[config.mk]
export PLATFORM = sky130hd
export DESIGN_NAME = seg7_scan_decoder
export DESIGN_NICKNAME = d
export VERILOG_FILES = /design/src/rtl/seg7_pkg.sv /design/src/rtl/seg7_scan_decoder_lut_dec.sv /design/src/rtl/seg7_scan_decoder.sv
export SDC_FILE = /design/constraint.sdc
export NUM_CORES = 1
export LEC_CHECK = 0
export CAP_MARGIN = 20
export CORE_UTILIZATION = 55
export DETAILED_ROUTE_END_ITERATION = 16
export GPL_TIMING_DRIVEN = 0
export PLACE_DENSITY_LB_ADDON = 0.05
export SYNTH_ARGS = -nofsm -noshare
export SYNTH_HDL_FRONTEND = slang
export SYNTH_HIERARCHICAL = 1
export SYNTH_SLANG_ARGS = --single-unit
[constraint.sdc]
create_clock -name clk -period 5.6 [get_ports clk]
set_input_delay 0.56 -clock clk [delete_from_list [all_inputs] [get_ports clk]]
set_output_delay 0.56 -clock clk [all_outputs]
set_load 0.01 [all_outputs]
[src/rtl/seg7_pkg.sv]
// Shared active-low 7-segment code points (bit6=a ... bit0=g).
// The same constants are used by the encoder and by the scan decoder.
package seg7_pkg;

    localparam logic [6:0] SEG_0     = 7'b0000001;
    localparam logic [6:0] SEG_1     = 7'b1001111;
    localparam logic [6:0] SEG_2     = 7'b0010010;
    localparam logic [6:0] SEG_3     = 7'b0000110;
    localparam logic [6:0] SEG_4     = 7'b1001100;
    localparam logic [6:0] SEG_5     = 7'b0100100;
    localparam logic [6:0] SEG_6     = 7'b0100000;
    localparam logic [6:0] SEG_7     = 7'b0001111;
    localparam logic [6:0] SEG_8     = 7'b0000000;
    localparam logic [6:0] SEG_9     = 7'b0000100;
    localparam logic [6:0] SEG_A     = 7'b0001000;
    localparam logic [6:0] SEG_B     = 7'b1100000;
    localparam logic [6:0] SEG_C     = 7'b0110001;
    localparam logic [6:0] SEG_D     = 7'b1000010;
    localparam logic [6:0] SEG_E     = 7'b0110000;
    localparam logic [6:0] SEG_F     = 7'b0111000;
    localparam logic [6:0] SEG_BLANK = 7'b1111111;
    localparam logic [6:0] SEG_DASH  = 7'b1111110;

    typedef struct packed {
        logic [3:0] nib;
        logic       blank;
        logic       err;
    } seg_dec_t;

    function automatic logic [6:0] seg_code(input logic [3:0] n);
        logic [6:0] c;
        case (n)
            4'h0: c = SEG_0;
            4'h1: c = SEG_1;
            4'h2: c = SEG_2;
            4'h3: c = SEG_3;
            4'h4: c = SEG_4;
            4'h5: c = SEG_5;
            4'h6: c = SEG_6;
            4'h7: c = SEG_7;
            4'h8: c = SEG_8;
            4'h9: c = SEG_9;
            4'hA: c = SEG_A;
            4'hB: c = SEG_B;
            4'hC: c = SEG_C;
            4'hD: c = SEG_D;
            4'hE: c = SEG_E;
            default: c = SEG_F;
        endcase
        return c;
    endfunction

endpackage

[src/rtl/seg7_scan_decoder_lut_dec.sv]
// Combinational active-low segment pattern to hex nibble decoder.
// Blank decodes as nibble 0 without error; unknown patterns flag err.
module seg7_lut_dec
    import seg7_pkg::*;
(
    input  logic [6:0] seg,
    output logic [3:0] nibble,
    output logic       blank,
    output logic       err
);

    always_comb begin
        nibble = 4'h0;
        blank  = (seg == SEG_BLANK);
        err    = !blank;
        for (int i = 0; i < 16; i++) begin
            if (seg == seg_code(4'(i))) begin
                nibble = 4'(i);
                err    = 1'b0;
            end
        end
    end

endmodule

[src/rtl/seg7_scan_decoder.sv]
// Snoops a multiplexed active-low display bus, captures each digit once
// it has been stable, and emits a full frame once every digit refreshed.
module seg7_scan_decoder
    import seg7_pkg::*;
#(
    parameter int NDIG       = 4,
    parameter int STABLE_CYC = 4,
    localparam int IW = (NDIG > 1) ? $clog2(NDIG) : 1,
    localparam int CW = $clog2(STABLE_CYC + 1)
) (
    input  logic              clk,
    input  logic              rst_n,
    input  logic [6:0]        seg_in,
    input  logic              dp_in,
    input  logic [NDIG-1:0]   an_in,
    output logic              dig_valid,
    output logic [IW-1:0]     dig_idx,
    output logic [3:0]        dig_val,
    output logic              dig_err,
    output logic              frame_valid,
    output logic [4*NDIG-1:0] frame_val,
    output logic [NDIG-1:0]   frame_dp,
    output logic [NDIG-1:0]   frame_blank,
    output logic              frame_err
);

    logic [NDIG-1:0]       s_an_q;
    logic [6:0]            s_seg_q;
    logic                  s_dp_q;
    logic [CW-1:0]         cnt_q, cnt_d;
    logic                  armed_q, armed_d;
    logic [NDIG-1:0]       seen_q, seen_d;
    logic [NDIG-1:0][3:0]  nib_q, nib_d;
    logic [NDIG-1:0]       err_q, err_d;
    logic [NDIG-1:0]       blank_q, blank_d;
    logic [NDIG-1:0]       dp_q, dp_d;

    logic                  dig_valid_q, dig_valid_d;
    logic [IW-1:0]         dig_idx_q, dig_idx_d;
    logic [3:0]            dig_val_q, dig_val_d;
    logic                  dig_err_q, dig_err_d;
    logic                  frame_valid_q, frame_valid_d;
    logic [4*NDIG-1:0]     frame_val_q, frame_val_d;
    logic [NDIG-1:0]       frame_dp_q, frame_dp_d;
    logic [NDIG-1:0]       frame_blank_q, frame_blank_d;
    logic                  frame_err_q, frame_err_d;

    logic                  in_valid;
    logic                  same;
    logic                  capture;
    logic                  emit;
    logic [IW-1:0]         cap_idx;
    seg_dec_t              dec;

    seg7_lut_dec u_dec (
        .seg    (s_seg_q),
        .nibble (dec.nib),
        .blank  (dec.blank),
        .err    (dec.err)
    );

    always_comb begin
        in_valid = $onehot(~an_in);
        same     = ({an_in, seg_in, dp_in} == {s_an_q, s_seg_q, s_dp_q});
        capture  = armed_q && (cnt_q == CW'(STABLE_CYC));
        // Gate on frame_valid_q so frames can never be back to back.
        emit     = (&seen_q) && !frame_valid_q;

        cap_idx = '0;
        for (int i = 0; i < NDIG; i++) begin
            if (!s_an_q[i]) cap_idx = IW'(i);
        end

        if (!in_valid) begin
            cnt_d   = '0;
            armed_d = 1'b1;
        end else if (!same) begin
            cnt_d   = CW'(1);
            armed_d = 1'b1;
        end else begin
            cnt_d   = (cnt_q == CW'(STABLE_CYC)) ? cnt_q : cnt_q + 1'b1;
            armed_d = armed_q && !capture;
        end

        seen_d  = emit ? '0 : seen_q;
        nib_d   = nib_q;
        err_d   = err_q;
        blank_d = blank_q;
        dp_d    = dp_q;
        if (capture) begin
            seen_d[cap_idx]  = 1'b1;
            nib_d[cap_idx]   = dec.nib;
            err_d[cap_idx]   = dec.err;
            blank_d[cap_idx] = dec.blank;
            dp_d[cap_idx]    = ~s_dp_q;
        end

        dig_valid_d = capture;
        dig_idx_d   = capture ? cap_idx : '0;
        dig_val_d   = capture ? dec.nib : 4'h0;
        dig_err_d   = capture && dec.err;

        frame_valid_d = emit;
        frame_val_d   = emit ? nib_q   : frame_val_q;
        frame_dp_d    = emit ? dp_q    : frame_dp_q;
        frame_blank_d = emit ? blank_q : frame_blank_q;
        frame_err_d   = emit ? |err_q  : frame_err_q;
    end

    always_ff @(posedge clk) begin
        if (!rst_n) begin
            s_an_q        <= '0;
            s_seg_q       <= '0;
            s_dp_q        <= 1'b0;
            cnt_q         <= '0;
            armed_q       <= 1'b1;
            seen_q        <= '0;
            nib_q         <= '0;
            err_q         <= '0;
            blank_q       <= '0;
            dp_q          <= '0;
            dig_valid_q   <= 1'b0;
            dig_idx_q     <= '0;
            dig_val_q     <= '0;
            dig_err_q     <= 1'b0;
            frame_valid_q <= 1'b0;
            frame_val_q   <= '0;
            frame_dp_q    <= '0;
            frame_blank_q <= '0;
            frame_err_q   <= 1'b0;
        end else begin
            s_an_q        <= an_in;
            s_seg_q       <= seg_in;
            s_dp_q        <= dp_in;
            cnt_q         <= cnt_d;
            armed_q       <= armed_d;
            seen_q        <= seen_d;
            nib_q         <= nib_d;
            err_q         <= err_d;
            blank_q       <= blank_d;
            dp_q          <= dp_d;
            dig_valid_q   <= dig_valid_d;
            dig_idx_q     <= dig_idx_d;
            dig_val_q     <= dig_val_d;
            dig_err_q     <= dig_err_d;
            frame_valid_q <= frame_valid_d;
            frame_val_q   <= frame_val_d;
            frame_dp_q    <= frame_dp_d;
            frame_blank_q <= frame_blank_d;
            frame_err_q   <= frame_err_d;
        end
    end

    assign dig_valid   = dig_valid_q;
    assign dig_idx     = dig_idx_q;
    assign dig_val     = dig_val_q;
    assign dig_err     = dig_err_q;
    assign frame_valid = frame_valid_q;
    assign frame_val   = frame_val_q;
    assign frame_dp    = frame_dp_q;
    assign frame_blank = frame_blank_q;
    assign frame_err   = frame_err_q;

endmodule
==> run_results.csv <==
group,metric,value,unit
cts,clk_latency,0.35,ns
pwr,power.total,1066,uW
sta,worstMarginPinSlew,0.7114,ns
floorplanning,dieWidth,81.57,um
sta,whs,0.4622,ns
cells_and_area,final_area,4227,sq um
floorplanning,dieArea,6654,sq um
cells_and_area,fill_cells,511,
cells_and_area,syn_to_final_growth,21.38,%
flow_run,drv_cap,0,
cells_and_area,antenna_cells,0,
sta,fin_ws,2.969,ns
route,wl_per_cell,14.62,um
worst_setup_path,worstSetupPathType,"in -> reg",
cts,cts_made_buffers,9,
yosys,avgSynthCellArea,9.286,sq um
sta,relSlewSlack,52.47,%
cts,htreeDepth,3,
worst_setup_path,critPathRequiredTime,5.85,ns
floorplanning,ios,48,
cts,cts_resized,0,
sta,grt_setup_unrepaired,"no",
pwr,power_density,252.2,nW/um^2
route,ant_nets,0,
route,num_vias,2705,
grt,antenna_found_initial,0,
worst_setup_path,endpoint_kind,"flip-flop",
cells_and_area,nets,452,
placement,port_buffers,47,
yosys,yosysSeqAreaShare,47.14,%
route,drt-initial-drc-count,141,
yosys,synthCells,375,
cells_and_area,drive_gt1_share,8.219,%
placement,place_worst_setup_slack,2.600,ns
sta,post-route-period-util,46.98,%
grt,grt_pass1_vias,2479,
route,drc,0,
worst_setup_path,arrival,2.88,ns
grt,grt_max_degree,15,
floorplanning,start_util,57.79,%
cts,postCtsSetupBuffers,0,
yosys,syn_nets,394,
floorplanning,rows,28,
sta,finalSetupTns,0,ns
route,routed_via_density,5.273,
worst_setup_path,crit_path_start_kind,"primary input",
cts,ctsHoldBuffers,0,
sta,finalHoldViolCount,0,
route,firstDrtPassIters,4,
route,drt-total-wl,7498,um
yosys,ys_seq_elements,82,
placement,gp_congestion,0.7861,
sta,skew,0.009670,ns
yosys,syn_area,3482,sq um
cts,clockRootBuffer,"clkbuf_8",
cts,clock_path_buffers,2,
pwr,p_leak,0.001544,uW
cts,cts.reportedPaths.clkPinSlew,0.08,ns
sta,slew_violations,0,
worst_setup_path,worstPathMaxFanout,3,
cts,cts_tree,"built",
yosys,ys.flop_type,"dfxtp_1",
floorplanning,die_h,81.57,um
grt,grt_overflow,0,
grt,grt_use_total,24.60,%
yosys,yosys_warnings,6,
yosys,yosysUniqueCellTypes,52,
placement,dp_hpwl,5258,um
pwr,max-vdd-ir-drop,0.2144,mV
sta,finalSetupViolCount,0,
yosys,synth-edff-count,0,
cts,cts_sinks,82,
grt,grt_pass1_wl,12080,um
yosys,async_reset_ff_share,0,%
placement,dpl-instance-area,4046,sq um
min_path,hp-class,"reg -> reg",
run_status,status,"complete, no violations",
floorplanning,core,6026,sq um
sta,post-route-min-period,2.631,ns
sta,max_freq,0.3801,GHz
-- cell usage in the layout, fill, tap and decap left out, types with 10 or more instances in the layout --
cell	n
dfxtp_1	82
nand2_1	74
clkdlybuf4s50_1	47
a21boi_0	32
nor2b_1	22
mux2i_1	17
and2_1	13
xor2_1	13
clkbuf_1	11
a21oi_1	11
buf_2	10
clkbuf_8	10
-- power breakdown --
group          switching, uW  total, uW  internal (uW)  leakage, uW
registers               5.82        594            588     0.000664
clock network            217        391            175    0.0000782
logic                   43.9       80.8           36.9     0.000802
total                    266       1070            800      0.00154
-- state kept, by name (all words and copies together), names as in the netlist, 2 cells and up --
register     count
nib_q           16
s_seg_q          7
s_an_q           4
dp_q             4
frame_blank      4
dig_val          4
err_q            4
cnt_q            3
frame_val       16
frame_dp         4
seen_q           4
blank_q          4
dig_idx          2
-- synth_stat cells, types with 5 or more instances --
cell      instances  area, sq um
a21boi_0         32        240.2
a21oi_1          11        55.05
and2_1           13        81.33
and3_1            6        37.54
buf_2            10        50.05
clkbuf_1         10        37.54
dfxtp_1          82         1642
inv_1             7        26.28
mux2i_1          17        170.2
nand2_1          74        277.8
nand2b_1          5        31.28
nand3_1           7        35.03
nor2_1            7        26.28
nor2b_1          22        137.6
nor4_1            5        31.28
xor2_1           13        113.9
-- routing by layer --
metal / wire length [um] / share of wire, % / global-route usage, % / vias up
met5: 0 / 0 / 0 / -
met4: 112 / 1.5 / 8.246 / 0
met3: 366 / 4.9 / 6.333 / 14
met2: 3391 / 45 / 37.75 / 64
met1: 3628 / 48 / 33.54 / 1245
li1: - / - / - / 1382
-- worst paths after layout --
check,startpoint,endpoint,slack [ns],depth (start not counted)
setup reg to reg,s_seg_q[1],nib_q[1],3.59,7
hold / removal,nib_q[9],frame_val[9],0.46,2
setup / recovery,an_in[0],armed_q,2.97,8
hold reg to reg,nib_q[9],frame_val[9],0.46,2
-- final cells by class --
type                    instances  area (sq um)  share of cell area [%]
inverters                       7         26.28                  0.6217
clock buffers                  11         141.4                   3.345
clock inverters                 5         38.79                  0.9177
plain buffers                  24         128.9                   3.049
flip-flops and latches         82          1642                   38.84
well taps                      75         93.84                   2.220
multi-input cells             262          1685                   39.88
repair buffers                 47         470.5                   11.13
-- critical path: stages --
cell and delay [ns]:
clkdlybuf4s50_1 0.47, fa_1 0.55, inv_1 0.04, ha_1 0.18, ha_1 0.28, nor4bb_1 0.35, nand4_1 0.23, a21o_1 0.21
-- per-stage QoR --
step	util, %	std cells
final	70.14	513
after global routing	70.14	513
after CTS	70.14	513
after detailed placement	67.15	497
after global placement	67.15	497
after floorplan	-	375
-- kinds of logic (layout without fill, tap and decap cells) --
| logic type | after synthesis | in the layout | synth area share, % |
|---|---|---|---|
| adders and majority gates | 5 | 5 | 2.012 |
| xor gates and xnor gates | 14 | 14 | 3.521 |
| muxes | 17 | 17 | 4.887 |
| buffers and inverters | 31 | 94 | 4.456 |
| DFF | 82 | 82 | 47.14 |
| AOI/OAI and AO/OA | 60 | 60 | 12.40 |
| and+or+nand+nor | 166 | 166 | 25.58 |
Note: power is estimated with default switching activity, not from simulation.
